===== config.mk =====
export PLATFORM = sky130hd
export DESIGN_NAME = pad_attr_ctrl
export DESIGN_NICKNAME = d
export VERILOG_FILES = /design/src/rtl/prim_pad_wrapper_pkg.sv /design/src/rtl/pad_attr_seq.sv /design/src/rtl/pad_attr_ctrl.sv
export SDC_FILE = /design/constraint.sdc
export NUM_CORES = 1
export LEC_CHECK = 0
export CAP_MARGIN = 20
export CORE_MARGIN = 2
export CORE_UTILIZATION = 35
export DETAILED_ROUTE_END_ITERATION = 8
export PLACE_DENSITY_LB_ADDON = 0.15
export SLEW_MARGIN = 10
export SYNTH_ARGS = -nofsm -noshare
export SYNTH_HDL_FRONTEND = slang
export SYNTH_SLANG_ARGS = --single-unit
export TNS_END_PERCENT = 30

===== constraint.sdc =====
create_clock -name clk_i -period 5.1 [get_ports clk_i]
set_input_delay 0.765 -clock clk_i [delete_from_list [all_inputs] [get_ports clk_i]]
set_output_delay 0.765 -clock clk_i [all_outputs]
set_load 0.02 [all_outputs]

===== src/rtl/prim_pad_wrapper_pkg.sv =====
// Shared pad types, attribute layout and sequencer state encoding for the
// pad attribute controller.
package prim_pad_wrapper_pkg;

  localparam int unsigned AttrDw = 8;

  typedef enum logic [1:0] {
    InputStd = 2'd0,
    BidirStd = 2'd1,
    BidirOd  = 2'd2,
    AnalogIn = 2'd3
  } pad_type_e;

  typedef struct packed {
    logic       invert;
    logic       pull_en;
    logic       pull_sel;
    logic       keeper_en;
    logic [1:0] drive_strength;
    logic [1:0] slew;
  } pad_attr_t;

  typedef enum logic [1:0] {
    SeqIdle,
    SeqGate,
    SeqSettle
  } seq_state_e;

  // Open-drain pads have no push-pull drive, so the strength field is meaningless.
  function automatic pad_attr_t eff_attr(input pad_type_e pad_type, input pad_attr_t attr);
    pad_attr_t res;
    res = attr;
    if (pad_type == BidirOd) res.drive_strength = '0;
    return res;
  endfunction

endpackage


===== src/rtl/pad_attr_seq.sv =====
// Gate/settle sequencer: holds the output-enable gate for one Gate cycle plus
// SettleCycles cycles around each attribute change.
module pad_attr_seq
  import prim_pad_wrapper_pkg::*;
#(
  parameter int unsigned SettleCycles = 4
) (
  input  logic clk_i,
  input  logic rst_ni,
  input  logic start_i,
  output logic ready_o,
  output logic busy_o,
  output logic apply_o
);

  localparam int unsigned CntW = (SettleCycles > 0) ? $clog2(SettleCycles + 1) : 1;

  seq_state_e      state;
  logic [CntW-1:0] cnt;

  // ready_o is a register (not a decode of Idle) so it stays low during reset.
  always_ff @(posedge clk_i or negedge rst_ni) begin
    if (!rst_ni) begin
      state   <= SeqIdle;
      cnt     <= '0;
      ready_o <= 1'b0;
      busy_o  <= 1'b0;
    end else begin
      case (state)
        SeqIdle: begin
          ready_o <= 1'b1;
          if (start_i) begin
            state   <= SeqGate;
            ready_o <= 1'b0;
            busy_o  <= 1'b1;
          end
        end
        SeqGate: begin
          if (SettleCycles == 0) begin
            state   <= SeqIdle;
            ready_o <= 1'b1;
            busy_o  <= 1'b0;
          end else begin
            state <= SeqSettle;
            cnt   <= CntW'(SettleCycles);
          end
        end
        SeqSettle: begin
          if (cnt <= CntW'(1)) begin
            state   <= SeqIdle;
            cnt     <= '0;
            ready_o <= 1'b1;
            busy_o  <= 1'b0;
          end else begin
            cnt <= cnt - CntW'(1);
          end
        end
        default: begin
          state   <= SeqIdle;
          cnt     <= '0;
          ready_o <= 1'b0;
          busy_o  <= 1'b0;
        end
      endcase
    end
  end

  assign apply_o = (state == SeqGate);

endmodule


===== src/rtl/pad_attr_ctrl.sv =====
// Per-pad attribute registers with write decode; each real change is applied
// under an output-enable gate sequenced by pad_attr_seq.
module pad_attr_ctrl
  import prim_pad_wrapper_pkg::*;
#(
  parameter int unsigned NumPads      = 8,
  parameter pad_type_e   PadType      = BidirStd,
  parameter int unsigned SettleCycles = 4,
  parameter pad_attr_t   ResetAttr    = '0,
  localparam int unsigned IdxW        = (NumPads > 1) ? $clog2(NumPads) : 1
) (
  input  logic                        clk_i,
  input  logic                        rst_ni,
  input  logic                        wr_valid_i,
  output logic                        wr_ready_o,
  input  logic [IdxW-1:0]             wr_idx_i,
  input  logic [AttrDw-1:0]           wr_attr_i,
  output logic [NumPads*AttrDw-1:0]   attr_o,
  output logic [NumPads-1:0]          oe_gate_o,
  output logic                        busy_o,
  output logic                        err_o
);

  pad_attr_t       attr_q [NumPads];
  pad_attr_t       pend_q;
  logic [IdxW-1:0] idx_q;
  logic            err_q;

  logic            ready, busy, apply;
  logic            accept, idx_ok, reject, changed, start;
  logic [IdxW-1:0] rd_idx;
  pad_attr_t       wr_eff, cur_attr;

  always_comb begin
    accept   = wr_valid_i & ready;
    idx_ok   = 32'(wr_idx_i) < NumPads;
    reject   = !idx_ok || (PadType == AnalogIn);
    wr_eff   = eff_attr(PadType, pad_attr_t'(wr_attr_i));
    rd_idx   = idx_ok ? wr_idx_i : '0;
    cur_attr = attr_q[rd_idx];
    changed  = (wr_eff != cur_attr);
    start    = accept & !reject & changed;
  end

  always_ff @(posedge clk_i or negedge rst_ni) begin
    if (!rst_ni) begin
      for (int unsigned i = 0; i < NumPads; i++) attr_q[i] <= ResetAttr;
      pend_q <= '0;
      idx_q  <= '0;
      err_q  <= 1'b0;
    end else begin
      err_q <= accept & reject;
      if (start) begin
        idx_q  <= wr_idx_i;
        pend_q <= wr_eff;
      end
      if (apply) attr_q[idx_q] <= pend_q;
    end
  end

  pad_attr_seq #(
    .SettleCycles(SettleCycles)
  ) u_seq (
    .clk_i  (clk_i),
    .rst_ni (rst_ni),
    .start_i(start),
    .ready_o(ready),
    .busy_o (busy),
    .apply_o(apply)
  );

  always_comb begin
    for (int unsigned i = 0; i < NumPads; i++) attr_o[i*AttrDw +: AttrDw] = attr_q[i];
    oe_gate_o = '0;
    if (busy) oe_gate_o[idx_q] = 1'b1;
  end

  assign wr_ready_o = ready;
  assign busy_o     = busy;
  assign err_o      = err_q;

endmodule


## Word-level counts from Yosys, hierarchy flattened

Cells that the tools add are included.

| word-level totals | value |
|---|---|
| logic and storage cells | 102 |
| input port bits | 14 |
| flip-flop bits (word level) | 82 |

| cells by class | value |
|---|---|
| add/sub/neg operators | 1 |
| reductions and logical operators | 6 |
| bitwise operators | 5 |
| muxes and demuxes | 20 |
| order comparisons | 6 |
| equality and inequality tests | 5 |

Operator list:

| cell | count |
|---|---|
| 64-bit bitwise mux | 1 |
| 8-bit two-way mux | 4 |
| 8-bit binary-select mux with 3-bit select | 1 |
| 8-bit demux with 3-bit select | 1 |
| 3-bit one-hot mux with 3 select lines | 1 |
| 4-bit >= comparator (second input constant) | 2 |
| 8-bit != test | 1 |
| 3-bit inverter with 4-bit output | 2 |
| 1-bit one-hot mux with 3 select lines | 2 |
| 2-bit one-hot mux with 3 select lines | 1 |
| 1-bit two-way mux | 5 |
| 3-bit by 4-bit less-than comparator with 1-bit output (second input constant) | 1 |
| 4-bit by 1-bit less-than comparator with 1-bit output (second input constant) | 1 |
| 2-bit two-way mux | 2 |
| 2-bit AND reduction | 2 |
| 1-bit demux with 3-bit select | 1 |
| 3-bit by 1-bit >= comparator with 1-bit output (second input constant) | 1 |
| 3-bit by 1-bit <= comparator with 1-bit output (second input constant) | 1 |
| 3-bit two-way mux | 1 |
| 3-bit AND reduction | 1 |
| 3-bit by 1-bit subtractor with 3-bit output (second input constant) | 1 |
| 1-bit bitwise AND | 2 |
| 2-bit by 1-bit equality test with 1-bit output (second input constant) | 1 |
| 2-bit equality test (second input constant) | 1 |
| 5 further kinds | 6 |

## Longest topological paths before layout

| depth | value |
|---|---|
| word-level depth | 8 |
| gate-level depth with buffers | 10 |

## Cells and area by module

A second synthesis with hierarchy kept.

| unflattened totals | value |
|---|---|
| cell total of the unflattened synthesis | 288 |
| area, all modules | 4041.4 sq um |

Modules (own cells, without submodules):

| module | times used | cells an instance | area each (sq um) |
|---|---|---|---|
| pad_attr_ctrl | 1 | 247 | 3580.9 |
| pad_attr_seq | 1 | 41 | 460.4 |

## Worst setup path before layout

OpenSTA, ideal clock, no wires.

| timing | value |
|---|---|
| path kind | input -> register |
| from | input wr_idx_i[2] |
| to | register idx_q[2] |
| path slack | 2.353 ns |
| stages | 9 |
| required time | 4.975 ns |
| library setup time | 0.125 ns |
| arrival time | 2.622 ns |
| path through | buf_2 -> buf_2 -> mux4_2 -> mux2i_1 -> xnor2_1 -> nor4_4 -> a31o_4 -> buf_12 -> mux2_4 |

| between the ends | value |
|---|---|
| longest elaborated chain between the ends | 6 |

RTL lines:

| item | line | source |
|---|---|---|
| from (decl) | pad_attr_ctrl.sv:16 | `input logic [IdxW-1:0] wr_idx_i,` |
| 3-bit inverter with 4-bit output (implied by the code) | pad_attr_ctrl.sv:40 | `cur_attr = attr_q[rd_idx];` |
| 8-bit binary-select mux with 3-bit select | pad_attr_ctrl.sv:40 |  |
| 8-bit two-way mux (implied by the code) (2 in a row) | pad_attr_ctrl.sv:40 |  |
| 8-bit != test | pad_attr_ctrl.sv:41 | `changed = (wr_eff != cur_attr);` |
| 1-bit bitwise AND | pad_attr_ctrl.sv:42 | `start = accept & !reject & changed;` |
| to (signal assigned) | pad_attr_ctrl.sv:54 | `idx_q <= wr_idx_i;` |
| to (decl) | pad_attr_ctrl.sv:26 | `logic [IdxW-1:0] idx_q;` |

Parallel ways exist; a longest one is shown, timed or not. The select of a mux whose other input is x is not followed.
A chain may end at the register's enable or synchronous reset.

## Worst setup path in the final report

| timing | value |
|---|---|
| from | input wr_idx_i[1] |
| to | register pend_q[0] (netlist bit) |

| between the ends | value |
|---|---|
| longest elaborated chain between the ends | 6 |

RTL lines:

| item | line | source |
|---|---|---|
| 3-bit inverter with 4-bit output (implied by the code) | pad_attr_ctrl.sv:40 |  |
| 8-bit binary-select mux with 3-bit select | pad_attr_ctrl.sv:40 |  |
| 8-bit two-way mux (implied by the code) (2 in a row) | pad_attr_ctrl.sv:40 |  |
| 8-bit != test | pad_attr_ctrl.sv:41 |  |
| 1-bit bitwise AND | pad_attr_ctrl.sv:42 |  |
| to (signal assigned) | pad_attr_ctrl.sv:55 | `pend_q <= wr_eff;` |
| to (decl) | pad_attr_ctrl.sv:25 | `pad_attr_t pend_q;` |

No other way between the ends. The select of a mux whose other input is x is not followed.

==> impl_metrics.tcl <==
set metrics [dict create \
    run_status "completed" \
    cellLeakagePower_uw 0.002312 \
    arrival_ns 3.80 \
    worstMarginPinSlew_ns 1.048 \
    syn2layout_area_growth_pct 32.50 \
    start_util_pct 35.62 \
    fin_crit_sh_pct 70.32 \
    num_vias 2717 \
    synth-async-reset-ratio_pct 100.0 \
    cts_made_buffers 9 \
    cts_tree "done" \
    clock_sinks 82 \
    yosys-top-cells-count "dfrtp_1 (82), mux2_2 (74), mux2i_1 (15)" \
    clockBufferDepth 2 \
    grt_max_degree 83 \
    max_cap_viol_count 0 \
    power_density_mw_per_mm2 668.1 \
    clock.fmax_mhz 278.8 \
    die_area_mm2 0.01245 \
    antenna_found_initial 0 \
    cts_resized 0 \
    overflow 0 \
    synth_top_cell_area_share_pct 50.66 \
    relSlewSlack_pct 29.85 \
    dp_hpwl_mm 7.228 \
    holdBufCountCts 0 \
    synth_top_area_cell "dfrtp_1" \
    grt_pass1_vias 2830 \
    grt_usage_pct 16.87 \
    initialDrtViolationCount 106 \
    syn_nets 313 \
    min_path_type "in -> async" \
    routabilityCongestion 0.7856 \
    fin_nets 401 \
    finalSetupViolCount 0 \
    slew_violations 0 \
    path_max_fanout 14 \
    avgSynthCellArea_um2 13.78 \
    synth_cells 294 \
    clock_latency_ns 0.33 \
    vias_per_cell 5.126 \
    finalPower_uw 3585 \
    synth_ff_type "dfrtp_1" \
    clk_pin_slew_ns 0.06 \
    io_buffers 87 \
    rsz0062_at_grt "false" \
    rows 39 \
    wirelength_mm 10.35 \
    final_antenna_net_count 0 \
    cts_htree_levels 3 \
    synth_area_leaders "dfrtp_1 (51%), mux2_2 (21%), mux4_2 (3.9%)" \
    worstSetupStartpointType "primary input" \
    grt_first_pass_wirelength_mm 16.17 \
    holdWs_ns 0.2976 \
    path_cells "clkdlybuf4s50_1 > mux4_2 > mux2i_1 > xnor2_1 > nor4_4 > a31o_4 > mux2_2" \
    dr.pass1.iters 4 \
    drc_errors 0 \
    die_y_um 111.6 \
    netlist_area_mm2 0.004050 \
    drive_gt1_share_pct 30.49 \
    yosysWarnings 0 \
    placed_area_mm2 0.005010 \
    critPathKind "in -> reg" \
    fin_skew_ns 0.005004 \
    period_minus_slack_ns 3.586 \
    synth.most_common_cell "dfrtp_1" \
    netlist-cell-type-count 46 \
    fp.coreArea_mm2 0.01137 \
    finalSetupTns_ns 0 \
    crit_path_top_delay_cell "clkdlybuf4s50_1" \
    fill_cells 1047 \
    final-hold-violation-count 0 \
    required_ns 5.31 \
    fin_area_mm2 0.005366 \
    ys_seq_area_share_pct 50.66 \
    post-cts-setup-buffers 0 \
    num_io_pins 89 \
    diodes 0 \
    critPathCaptureType "flip-flop" \
    final_util_pct 47.20 \
    root_buffer "clkbuf_16" \
    fp.dieW_um 111.6 \
    ir_drop_mv 0.2831 \
    ys_seq_elements 82 \
    synth_edf_count 0 \
    wl_per_cell_um 19.53 \
    cpPeakStageDelay_ns 0.97 \
]
==> path summary, 6_finish.rpt <==
path,end,slack (ns),startpoint,cells after the start
min,attr_o[24],0.30,rst_ni,1
min in group clk_i,u_seq.cnt[1],0.47,u_seq.cnt[1],2
max in group asynchronous,attr_o[21],4.20,rst_ni,2
max,pend_q[0],1.51,wr_idx_i[1],7
max reg2reg,pend_q[0],2.64,attr_o[42],6
min reg2reg,u_seq.cnt[1],0.47,u_seq.cnt[1],2
==> layout by cell type, fill, tap and decap left out, types with 3 or more instances in the layout <==
cell type,count
clkdlybuf4s50_1,86
dfrtp_1,82
mux2_2,74
mux2i_1,15
nor2_1,12
clkbuf_16,9
inv_1,8
nand2_1,8
mux4_2,7
mux2_4,7
nor3_1,6
nand2b_1,5
ha_1,5
buf_4,5
o21ai_0,4
a31oi_1,4
xnor2_1,4
or2_2,3
a22o_1,3
o22ai_1,3
a21oi_1,3
==> flip-flops by register name, summed over array words and instances (netlist names) <==
name           flops
attr_o            64
idx_q              3
pend_q             8
u_seq.busy_o       1
u_seq.cnt          3
u_seq.ready_o      1
u_seq.state        2
==> through the flow <==
| stage | worst slack [ns] | cells |
|---|---|---|
| after global placement | 1.271 | 513 |
| after global routing | 1.336 | 530 |
| after detailed placement | 1.159 | 513 |
| final | 1.514 | 530 |
| after floorplan | 2.353 | 294 |
| after CTS | 1.497 | 529 |
==> power by group <==
group | internal (uW) | switching [uW] | total, uW
Clock | 443 | 260 | 703
Combinational | 878 | 736 | 1610
Sequential | 952 | 318 | 1270
==> worst max-delay path, delay by kind of cell <==
kind | cells | cell delay (ns)
mux | 3 | 1.19
xor+xnor | 1 | 0.13
buf+inv | 1 | 0.97
compound gates | 1 | 0.37
simple gates | 1 | 0.36
==> kinds of logic (layout without fill, tap and decap cells) <==
group	after synthesis	in the layout	synth area share (%)
muxes	105	105	31.70
DFF	82	82	50.66
and+or+nand+nor	47	47	6.426
AOI/OAI and AO/OA	27	27	5.067
buffers and inverters	23	116	3.645
adders and majority gates	5	5	1.545
xor gates and xnor gates	4	4	0.8649
other	1	1	0.09259
==> layer usage <==
metal | vias to the layer above | global-route usage (%) | wire length [um]
met2 | 51 | 26.75 | 5021
met4 | 0 | 5.926 | 141
met3 | 10 | 2.667 | 246
li1 | 1258 | - | -
met5 | - | 0 | 0
met1 | 1398 | 23.66 | 4939
==> cell type report <==
cell class	count	area, um2	area share, %
Sequential cell	82	2052	38.24
Multi-Input combinational cell	189	1851	34.48
Timing Repair Buffer	92	925.9	17.25
Clock buffer	10	239.0	4.453
Tap cell	143	178.9	3.334
Clock inverter	6	90.09	1.679
Inverter	8	30.03	0.5596
Note: power is estimated with default switching activity, not from simulation.
